$ cat src/rtl/wb_shadow_pkg.sv
// Shared types and helpers for the Wishbone shadow-memory slave model.
package wb_shadow_pkg;

    typedef enum logic [1:0] {
        IDLE = 2'd0,
        WAIT = 2'd1,
        ACK  = 2'd2
    } state_t;

    // Wait-state counter covers WAIT_STATES up to 15
    localparam int unsigned CNT_W = $clog2(16);

    function automatic int unsigned sel_width(input int unsigned data_width);
        return data_width / 8;
    endfunction

endpackage

$ cat src/rtl/wb_shadow_word.sv
// One tracked word: address compare plus byte-lane shadow data and valid flags.
module wb_shadow_word
    import wb_shadow_pkg::*;
#(
    parameter  int unsigned ADDR_WIDTH  = 30,
    parameter  int unsigned DATA_WIDTH  = 32,
    parameter  int unsigned UNINIT_FREE = 1,
    localparam int unsigned SEL_WIDTH   = sel_width(DATA_WIDTH)
) (
    input  logic                  clock,
    input  logic                  reset,
    input  logic [ADDR_WIDTH-1:0] entry_adr,
    input  logic [ADDR_WIDTH-1:0] bus_adr,
    input  logic                  commit,
    input  logic [SEL_WIDTH-1:0]  sel,
    input  logic [DATA_WIDTH-1:0] dat_w,
    output logic                  match,
    output logic [DATA_WIDTH-1:0] data,
    output logic [SEL_WIDTH-1:0]  valid
);

    assign match = (entry_adr == bus_adr);

    // Only selected lanes are written and become valid
    always_ff @(posedge clock) begin
        if (reset) begin
            data  <= '0;
            valid <= {SEL_WIDTH{UNINIT_FREE == 0}};
        end else if (commit && match) begin
            for (int i = 0; i < int'(SEL_WIDTH); i++) begin
                if (sel[i]) begin
                    data[i*8 +: 8] <= dat_w[i*8 +: 8];
                end
            end
            valid <= valid | sel;
        end
    end

endmodule

$ cat src/rtl/wb_shadow_mem.sv
// Wishbone-classic slave model with per-word byte shadows, wait states and a sticky protocol flag.
module wb_shadow_mem
    import wb_shadow_pkg::*;
#(
    parameter  int unsigned ADDR_WIDTH  = 30,
    parameter  int unsigned DATA_WIDTH  = 32,
    parameter  int unsigned NUM_WORDS   = 4,
    parameter  int unsigned WAIT_STATES = 0,
    parameter  int unsigned UNINIT_FREE = 1,
    localparam int unsigned SEL_WIDTH   = sel_width(DATA_WIDTH),
    localparam int unsigned IDX_W       = (NUM_WORDS > 1) ? $clog2(NUM_WORDS) : 1
) (
    input  logic                            clock,
    input  logic                            reset,
    input  logic [NUM_WORDS*ADDR_WIDTH-1:0] track_adr,
    input  logic [ADDR_WIDTH-1:0]           wb_adr,
    input  logic [DATA_WIDTH-1:0]           wb_dat_w,
    input  logic [SEL_WIDTH-1:0]            wb_sel,
    input  logic                            wb_cyc,
    input  logic                            wb_stb,
    input  logic                            wb_we,
    input  logic [DATA_WIDTH-1:0]           rand_dat,
    output logic [DATA_WIDTH-1:0]           wb_dat_r,
    output logic                            wb_ack,
    output logic                            hit,
    output logic [IDX_W-1:0]                hit_idx,
    output logic [NUM_WORDS*SEL_WIDTH-1:0]  shadow_valid,
    output logic                            proto_err
);

    localparam logic [CNT_W-1:0] LAST_CNT = CNT_W'((WAIT_STATES > 0) ? WAIT_STATES - 1 : 0);

    state_t                          state;
    logic [CNT_W-1:0]                cnt;
    logic [ADDR_WIDTH-1:0]           lat_adr;
    logic                            lat_we;
    logic [SEL_WIDTH-1:0]            lat_sel;
    logic [DATA_WIDTH-1:0]           lat_dat;
    logic [NUM_WORDS*ADDR_WIDTH-1:0] track_q;

    logic                  req;
    logic                  req_changed;
    logic                  commit;
    logic [NUM_WORDS-1:0]  match;
    logic [DATA_WIDTH-1:0] word_dat [NUM_WORDS];
    logic [SEL_WIDTH-1:0]  word_val [NUM_WORDS];

    assign req         = wb_cyc & wb_stb;
    assign req_changed = (wb_adr != lat_adr) | (wb_we != lat_we) | (wb_sel != lat_sel)
                       | (lat_we & (wb_dat_w != lat_dat));
    assign wb_ack      = (state == ACK) & req & ~reset;
    assign commit      = wb_ack & wb_we;

    // Transfer FSM; the tracked address table is frozen once reset falls
    always_ff @(posedge clock) begin
        if (reset) begin
            state     <= IDLE;
            cnt       <= '0;
            proto_err <= 1'b0;
            track_q   <= track_adr;
            lat_adr   <= '0;
            lat_we    <= 1'b0;
            lat_sel   <= '0;
            lat_dat   <= '0;
        end else begin
            if ((state != IDLE) && req && req_changed) begin
                proto_err <= 1'b1;
            end
            case (state)
                IDLE: begin
                    if (req) begin
                        lat_adr <= wb_adr;
                        lat_we  <= wb_we;
                        lat_sel <= wb_sel;
                        lat_dat <= wb_dat_w;
                        cnt     <= '0;
                        if (WAIT_STATES != 0) begin
                            state <= WAIT;
                        end else begin
                            state <= ACK;
                        end
                    end
                end
                WAIT: begin
                    if (!req) begin
                        state <= IDLE;
                    end else if (cnt == LAST_CNT) begin
                        state <= ACK;
                    end else begin
                        cnt <= cnt + CNT_W'(1);
                    end
                end
                ACK:     state <= IDLE;
                default: state <= IDLE;
            endcase
        end
    end

    for (genvar k = 0; k < int'(NUM_WORDS); k++) begin : g_word
        wb_shadow_word #(
            .ADDR_WIDTH  (ADDR_WIDTH),
            .DATA_WIDTH  (DATA_WIDTH),
            .UNINIT_FREE (UNINIT_FREE)
        ) u_word (
            .clock     (clock),
            .reset     (reset),
            .entry_adr (track_q[k*ADDR_WIDTH +: ADDR_WIDTH]),
            .bus_adr   (wb_adr),
            .commit    (commit),
            .sel       (wb_sel),
            .dat_w     (wb_dat_w),
            .match     (match[k]),
            .data      (word_dat[k]),
            .valid     (word_val[k])
        );
        assign shadow_valid[k*SEL_WIDTH +: SEL_WIDTH] = word_val[k];
    end

    assign hit = |match;

    // Lowest matching entry wins
    always_comb begin
        hit_idx = '0;
        for (int k = int'(NUM_WORDS) - 1; k >= 0; k--) begin
            if (match[k]) begin
                hit_idx = IDX_W'(k);
            end
        end
    end

    always_comb begin
        wb_dat_r = rand_dat;
        if (hit) begin
            for (int i = 0; i < int'(SEL_WIDTH); i++) begin
                if (word_val[hit_idx][i]) begin
                    wb_dat_r[i*8 +: 8] = word_dat[hit_idx][i*8 +: 8];
                end
            end
        end
    end

endmodule
$ cat config.mk
export PLATFORM = sky130hd
export DESIGN_NAME = wb_shadow_mem
export DESIGN_NICKNAME = d
export VERILOG_FILES = /design/src/rtl/wb_shadow_pkg.sv /design/src/rtl/wb_shadow_word.sv /design/src/rtl/wb_shadow_mem.sv
export SDC_FILE = /design/constraint.sdc
export NUM_CORES = 1
export LEC_CHECK = 0
export CORE_MARGIN = 4
export CORE_UTILIZATION = 35
export CTS_CLUSTER_DIAMETER = 120
export CTS_CLUSTER_SIZE = 24
export DETAILED_ROUTE_END_ITERATION = 16
export PLACE_DENSITY = 0.57
export RECOVER_POWER = 50
export SLEW_MARGIN = 20
export SYNTH_ARGS = -nofsm -noshare
export SYNTH_HDL_FRONTEND = slang
export SYNTH_HIERARCHICAL = 1
export SYNTH_SLANG_ARGS = --single-unit
$ cat constraint.sdc
create_clock -name clock -period 4.9 [get_ports clock]
set_input_delay 0.98 -clock clock [delete_from_list [all_inputs] [get_ports clock]]
set_output_delay 0.98 -clock clock [all_outputs]
set_load 0.01 [all_outputs]
==> results of run 1 <==
==> sequential cells by signal (all words and copies together) (netlist names) <==
register             count
g_word.u_word/data     128
g_word.u_word/valid     16
lat_adr                 30
lat_dat                 32
lat_sel                  4
lat_we                   1
proto_err                1
state                    1
track_q                120
==> critical path, stage by stage <==
cell and delay (ns):
sky130_fd_sc_hd__buf_2 0.14, sky130_fd_sc_hd__buf_4 0.15, sky130_fd_sc_hd__xnor2_1 0.16, sky130_fd_sc_hd__nand4_1 0.23, sky130_fd_sc_hd__nor4_2 0.34, sky130_fd_sc_hd__and3_4 0.23, sky130_fd_sc_hd__nor2_2 0.04, sky130_fd_sc_hd__or2_4 0.30
sky130_fd_sc_hd__buf_12 0.17, sky130_fd_sc_hd__buf_4 0.15, sky130_fd_sc_hd__mux4_2 0.41, sky130_fd_sc_hd__mux2_2 0.27, sky130_fd_sc_hd__clkdlybuf4s15_2 0.22
==> kinds of logic after synthesis <==
group | Yosys count | share of synthesized area
flip-flops | 333 | 0.4867
XOR/XNOR | 187 | 0.1013
AND/OR/NAND/NOR | 382 | 0.1291
buffers and inverters | 265 | 0.07524
multiplexers | 64 | 0.06688
AO/OA/AOI/OAI | 349 | 0.1407
==> cell usage after synthesis, drive strengths merged, types with 29 or more instances <==
cell and instances:
a31o 128, dfxtp 213, xor2 64, nand2 140, xnor2 123, buf 66, edfxtp 120, mux4 32
inv 129, clkbuf 70, nand4 160, mux2 32, a21oi 199, nor2 29
==> worst min path at each step <==
stage	startpoint	endpoint	slack [ns]
final	lat_dat[22]	lat_dat[22]	0.47
after detailed placement	lat_adr[4]	lat_adr[4]	0.46
after global placement	lat_dat[29]	lat_dat[29]	0.45
after floorplan	lat_adr[0]	lat_adr[0]	0.45
after global routing	lat_dat[31]	lat_dat[31]	0.49
after CTS	lat_adr[2]	lat_adr[2]	0.47
==> routing by layer <==
metal,vias up,GRT usage
met5,-,0
met4,12,0.04375
met3,64,0.04039
met2,423,0.2936
met1,6191,0.2506
li1,6253,-
==> area by class of cell <==
class	instances	area, um2	area share
flip-flops and latches	333	7868	0.3805
clock inverters	2	13.76	0.0006657
well taps	600	750.7	0.03631
inverters	129	484.2	0.02342
repair buffers	411	3862	0.1868
clock buffers	22	444.2	0.02148
diodes	6	15.01	0.0007262
multi-input cells	982	7237	0.3500
==> what timing repair did <==
item / in CTS / in global routing
setup endpoints to repair: 34 / 32
hold endpoints to repair: 0 / 0
gates resized for setup: 115 / 69
setup buffers: 14 / 8
pin swaps: 24 / 43
cloned: 3 / 1
==> power groups by stage <==
stage	logic [mW]	registers [mW]	clock network [mW]
2_1_floorplan	0.284	3.08	0
3_3_place_gp	0.686	3.09	0
3_5_place_dp	0.695	3.10	0
4_1_cts	0.690	3.03	1.63
5_1_grt	0.732	3.05	1.72
6_report	0.673	3.03	1.55
==> metrics by stage <==
step / cells / utilization / TNS [ns]
4_1_cts: 2472 / 0.4531 / -0.006806
5_1_grt: 2481 / 0.4544 / -0.03716
6_report: 2485 / 0.4546 / 0
2_1_floorplan: 1580 / - / 0
3_5_place_dp: 2431 / 0.4379 / -18.69
3_3_place_gp: 2431 / 0.4379 / -17.33
==> results.md, run 1 <==
- The critical path required time is slightly below 4 ns.
- Summed over all layers, the global routing overflow is 0.
- The endpoint identified for the worst register-to-register timing path is lat_dat[10].
- Total power for the finished layout comes to 5.257 mW.
- Using the TritonRoute via totals, the vias-per-cell ratio works out to roughly 5.2.
- The largest net degree at the start of global routing is 110.
- The worst path meets setup with about 0.12 ns of slack.
- The clock net in this run drives a total of 333 sinks.
- The kind of critical path is primary input to primary output.
- In this run the worst setup path begins at wb_adr[3].
- The most used flip-flop cell after synthesis is sky130_fd_sc_hd__dfxtp_1.
- In the layout the commonest cells are sky130_fd_sc_hd__dfxtp_1, sky130_fd_sc_hd__a21oi_1, sky130_fd_sc_hd__nand4_1, sky130_fd_sc_hd__nand2_1, sky130_fd_sc_hd__inv_1.
- Between clock sinks in the finished design, the worst skew comes to 0.02239 ns.
- The post-synth design cell area is 0.01616 mm2.
- The congestion estimate from routability-driven global placement came to about 0.84.
- The share of final-layout standard cells stronger than drive strength 1 is 0.1581.
- The detailed placement HPWL is around 32000 um.
- For this design the ratio of total power to cell area is between 200 and 300 mW/mm2.
- The number of design-rule violations left by the first detailed-router iteration is around 940.
- Setup slack on the worst reg-to-reg path comes out at a little under 2 ns.
- The floorplan step defined a die boundary enclosing approximately 0.050 mm2.
- The detailed-routing wirelength on met1 is 20780 um.
- The summed area of non-filler cells in the final layout is between 0.02 and 0.025 mm2.
- The internal power consumption is a little under 4 mW.
- Synthesis produced 1580 cells.
- The leakage component of the power is roughly 7 nW.
- Data on the critical path arrives at its endpoint at ~3.8 ns.
- Derived from the worst setup path, the maximum achievable clock frequency is ~210 MHz.
- The later pin in the worst-skew pair is clocked with a latency of ~0.53 ns.
- The checks that failed: max-capacitance violations, max-slew violations.
- The floorplan step set the die height to about 220 um.
- The tool flagged a number of max-cap violations equal to 3.
- The clock period could shrink to ~4.8 ns.
- The root buffer cell chosen for the clock tree is sky130_fd_sc_hd__clkbuf_16.
- For this block, the routed nets add up to 47590 um of wire.
- The synthesized design contains 120 enable-type register cells.
- After synthesis, the cell types taking the most area are sky130_fd_sc_hd__dfxtp_1, sky130_fd_sc_hd__edfxtp_1, sky130_fd_sc_hd__a31o_1, sky130_fd_sc_hd__xnor2_1, sky130_fd_sc_hd__nand4_1.
- The worst reg2reg path startpoint is state[1].
- The global-route wire length before repair is around 73000 um.
- The number of detailed-route iterations in the first pass is 7.
- Hold timing on the final database bottoms out at a slack of roughly 0.47 ns.
- The class of the tightest hold or removal check is flip-flop to flip-flop.
- In this run the tool buffered the top-level ports with 275 buffer cells.
- The maximum resistive drop on vdd is about 0.19 mV.
- The number of hold-repair buffers added at the cts stage is 0.
- The clock transition at the registers of the reported paths is ~0.090 ns.
- The library cell used most frequently in the layout, excluding fill and tap cells, is sky130_fd_sc_hd__dfxtp_1.
- For this design the total switching power over the nets is around 1.3 mW.
- TritonCTS built the clock tree.
- The synthesized net count is between 1500 and 2000.
- The endpoint of the worst setup timing path is wb_dat_r[10].
- The register area share after synthesis is 0.4867.
- In this run the tightest slew margin relative to its limit is -0.3804.
- In the final routed layout, each cell accounts on average for 19.15 um.
- Counting the fill cells in the layout gives about 4300.
- The highest layer touched by signal routing is met5.
- The worst hold path stage count is 2.
- In this run the core area contains a little under 80 standard-cell rows.
- Synthesis inferred 333 register bits.
- The total length of routed met2 wires is between 20000 and 25000 um.
- The number of antenna violations at the first check in global routing is 12.
- In the routed design, unresolved DRC markers number 0.
- For this run, asynchronously set or reset flops after synthesis account for 0.
- The final net count is ~2100.
- Along the worst path, the maximum fanout reaches 6.
- The routed layout has 12943 vias.
- The width of the die is ~220 um.
- The effective utilization at floorplan is 0.3554.
- The number of global-route vias before repair is approximately 12000.
- The type of element capturing the critical path is a primary output.
- The growth of design area from synthesis to finish is 27.90%.
- The kind of start point of the critical path is a primary input.
- The total met3 wirelength after detailed routing is approximately 3200 um.
- The share of total power dissipated in combinational logic is 0.128.
- The proportion of power drawn by the clock network is 0.295.
- Before CTS, the worst setup slack after placement is -0.6189 ns.
- The maximum number of buffers from clock root to sink is 3.
- Of the post-synthesis cell area, the dominant cell type holds 0.2638.
- After synthesis, the netlist uses 35 different library cells.
- The count of pins over their slew limit is ~180.
- The cell area reported after detailed placement is approximately 0.020 mm2.
- The share of the clock period used by the worst path after layout is 0.9757.
- The largest total area in the synthesized netlist belongs to sky130_fd_sc_hd__dfxtp_1.
- The length in cells of the worst reg-to-reg path is 4.
- For this run, the total global-route usage over all layers was measured as 0.1819.
- The slew at the pin closest to its max-slew limit is a little over 2 ns.
- The total count of hold-check failures in the final report is 0.
- The share of total power dissipated in sequential elements is 0.577.
- The count of warnings emitted by yosys is 6.
- The top-level I/O count is approximately 280.
- Each instance of the synthesized netlist takes up on average slightly above 10 um2.
- The H-tree depth reported by CTS is 1.
- Clock tree synthesis inserted a total of 17 buffers.
- The final-report setup violation count is 0.
- The flow ran to the end, but the final reports show violations.
- The core box area is around 0.045 mm2.
- Of the total power, the share spent switching nets is 0.2451.
- The detail route stage leaves a number of antenna-violating nets equal to 0.
Power figures use the tool's default switching activity.
==> run 2, diff against run 1 <==
--- a/config.mk
+++ b/config.mk
@@ -5,6 +5,7 @@
 export SDC_FILE = /design/constraint.sdc
 export NUM_CORES = 1
 export LEC_CHECK = 0
+export CORE_ASPECT_RATIO = 0.5
 export CORE_MARGIN = 4
 export CORE_UTILIZATION = 35
 export CTS_CLUSTER_DIAMETER = 120
@@ -12,6 +13,7 @@
 export DETAILED_ROUTE_END_ITERATION = 16
 export PLACE_DENSITY = 0.57
 export RECOVER_POWER = 50
+export SKIP_CTS_REPAIR_TIMING = 1
 export SLEW_MARGIN = 20
 export SYNTH_ARGS = -nofsm -noshare
 export SYNTH_HDL_FRONTEND = slang
==> run 2 against run 1 <==
The flow still finishes with violations (max-capacitance violations, max-slew violations). Die area grew 0.42%. Register-to-register slack lost 0.42 ns. Wire length grew 0.85%. Combinational power grew 2%. Utilization grew 0.54 points. Non-clock buffer count grew 6. Design area grew 1.0%. Sequential cell count is the same. Count of clock-buffer cells in the layout grew 1. Critical endpoint is now wb_dat_r[23]. Largest cell class unchanged.
==> results.md, run 2 (same netlist as run 1, synthesis figures left out) <==
- The core box area is about 0.045 mm2.
- The slew at the pin closest to its max-slew limit is 2.946 ns.
- The total power density per cell area is about 250 mW/mm2.
- The clock transition at the registers of the reported paths is about 0.09 ns.
- The number of global-route vias before repair is about 12000.
- The final RePlAce weighted congestion is roughly 0.75.
- The final-report setup violation count is 0.
- For the finished layout, the period the worst path requires is between 4 and 5 ns.
- The min-delay analysis places its worst path in the category flip-flop to flip-flop.
- The number of detailed-route iterations in the first pass is 5.
- The flow ran to the end, but the final reports show violations.
- The clock latency at the later pin of the worst-skew pair is approximately 0.53 ns.
- The final standard cell utilization of the core is 0.4600.
- The layout has ~4300 filler cells.
- Walking the worst path, the cells encountered are buf_4, buf_4, xnor2_1, nand4_1, nor4_2, and3_1, nor2_1, or2_4, buf_12, buf_16, buf_4, mux4_2, mux2_4, clkbuf_2.
- The maximum achievable frequency is a little over 200 MHz.
- The kind of critical path is primary input to primary output.
- The initial utilization of the core area, before any placement, comes to 0.3559.
- In the routed layout, each cell is associated on average with a via count of between 5 and 6.
- The most flop-heavy register is g_word.u_word/data.
- The number of flip-flops in the largest register is around 130.
- The checks that failed: max-capacitance violations, max-slew violations.
- For met2 alone, demand over resource in global routing was 0.3111.
- The count of max-cap constraint violations is 2.
- The most frequent cell on the critical path is sky130_fd_sc_hd__buf_4.
- Once placement finished, the instance area stood at roughly 0.020 mm2.
- TritonCTS built the clock tree.
- The post-detailed-routing wire length is 47990 um.
- In the final layout, the registers with the most flip-flops are g_word.u_word/data (128), track_q (120), lat_dat (32).
- The number of antenna violations at the first check in global routing came to 4.
- The length in cells of the worst reg-to-reg path is 4.
- The worst hold path stage count is 2.
- For this run, global-route usage on met1 was measured as 0.2380.
- Leaving out fill and tap cells, the most frequent cell in the layout is sky130_fd_sc_hd__dfxtp_1.
- around 280 I/O pins were placed.
- The die is approximately 160 um tall.
- Data on the critical path arrives at its endpoint at just under 4 ns.
- From synthesis to final layout, the design area changed by 29.24%.
- STA classifies the critical path startpoint as a primary input.
- The maximum number of buffers from clock root to sink is 3.
- For this design, the slowest cell found on the critical path is sky130_fd_sc_hd__mux4_2.
- The total overflow reported by the global router is 0.
- STA classifies the critical path endpoint as a primary output.
- Setup total negative slack on the finished layout was measured at 0 ns.
- The share of the clock period used by the worst path after layout is 0.9990.
- The H-tree depth reported by CTS is 1.
- The first global-routing pass estimated between 70000 and 80000 um of wire.
- The delay contributed by the slowest stage of the critical path is 0.42 ns.
- The number of buffers created by CTS is 17.
- In this run the tightest slew margin relative to its limit is -0.9639.
- The total count of hold-check failures in the final report was 0.
- The width of the die is between 300 and 400 um.
- The quantity of I/O buffers inserted on ports is roughly 280.
- Entering global routing, the biggest net connects 89 pins.
- The global routing stage identified its most utilized layer as met2.
- For this design the static power due to leakage is between 7 and 8 nW.
- The share of final-layout standard cells stronger than drive strength 1 is 0.1517.
- The total routing resource utilization after global routing is 0.1788.
- The largest fanout of any net on the critical path is 7.
- The clock sink count is roughly 330.
- After the last flow step, the layout net total stands at 2103.
- In the layout the commonest cells are sky130_fd_sc_hd__dfxtp_1, sky130_fd_sc_hd__a21oi_1, sky130_fd_sc_hd__nand4_1, sky130_fd_sc_hd__nand2_1, sky130_fd_sc_hd__dlygate4sd3_1.
- In this run the clock root is driven by a sky130_fd_sc_hd__clkbuf_16.
- The number of placement rows is 55.
- Setup repair after global routing could not meet its margin everywhere.
- After the first detailed-routing iteration, the DRC count stood at between 700 and 800.
- STA puts the critical path data required time at approximately 3.9 ns.
- The global routing usage on met3 is 0.02957.
- The maximum resistive drop on vdd is roughly 0.18 mV.
- Summed over all nets, the half-perimeter wirelength after detailed placement is 31180 um.
- After detailed routing, the number of remaining DRC violations is 0.
- The routed wirelength normalized by instance count is ~19 um.
- The final setup skew is between 0.015 and 0.02 ns.
- The via count of the routed design is between 10000 and 15000.
- The detail route stage leaves a number of antenna-violating nets equal to 0.
- The summed area of non-filler cells in the final layout is 0.02089 mm2.
- The count of pins over their slew limit is 94.
- The area of the die is between 0.04 and 0.05 mm2.
## run 2: cell count changes in the layout (fill, tap and decap cells not counted), moves of 14 or more
cell                              before  now
sky130_fd_sc_hd__dlygate4sd3_1       121  139
sky130_fd_sc_hd__clkbuf_2             23    9
sky130_fd_sc_hd__buf_4               107  123
sky130_fd_sc_hd__dlygate4sd2_1        22    0
sky130_fd_sc_hd__clkdlybuf4s50_1      87   69
sky130_fd_sc_hd__dlymetal6s2s_1        2   42
## run 2: final timing paths
check / to / from / slack [ns]
min reg2reg: lat_adr[10] / lat_adr[10] / 0.47
max reg2reg: lat_dat[26] / state[1] / 1.56
min: lat_adr[10] / lat_adr[10] / 0.47
max: wb_dat_r[23] / wb_adr[27] / 0.005
## run 2: critical path, delay by kind of cell
family	cells	cell delay [ns]
buf+inv	6	0.86
xor+xnor	1	0.14
mux	2	0.70
simple gates	5	1.23
## run 2: report_power, final
part	internal [mW]	switching, mW
clock network	0.649	0.921
registers	2.98	0.0552
logic	0.358	0.327
## run 2: per-stage QoR
| stage | total power [mW] | hold slack [ns] | instances | setup slack (ns) |
|---|---|---|---|---|
| 2_1_floorplan | 3.366 | 0.4481 | 1580 | 0.7313 |
| 3_3_place_gp | 3.783 | 0.4530 | 2426 | -0.6350 |
| 3_5_place_dp | 3.788 | 0.4581 | 2426 | -0.6139 |
| 4_1_cts | 5.362 | 0.4723 | 2450 | -0.6233 |
| 5_1_grt | 5.512 | 0.4853 | 2485 | -0.07771 |
| 6_report | 5.288 | 0.4700 | 2486 | 0.004938 |
## run 2: metal layers
layer | part of all wire | wire length, um | vias up
li1 | - | - | 6265
met1 | 0.43 | 20510 | 6160
met2 | 0.51 | 24360 | 290
met3 | 0.049 | 2344 | 41
met4 | 0.016 | 769 | 2
met5 | 0.00015 | 7 | -
## run 2: area by class of cell
type	count	area [um2]	share of cell area
sequential	333	7868	0.3766
antenna	3	7.507	0.0003593
tap	598	748.2	0.03581
multi-input combinational	982	7277	0.3483
timing repair buffer	417	4054	0.1940
inverter	129	484.2	0.02318
clock inverter	1	5.005	0.0002396
clock buffer	23	447.9	0.02144
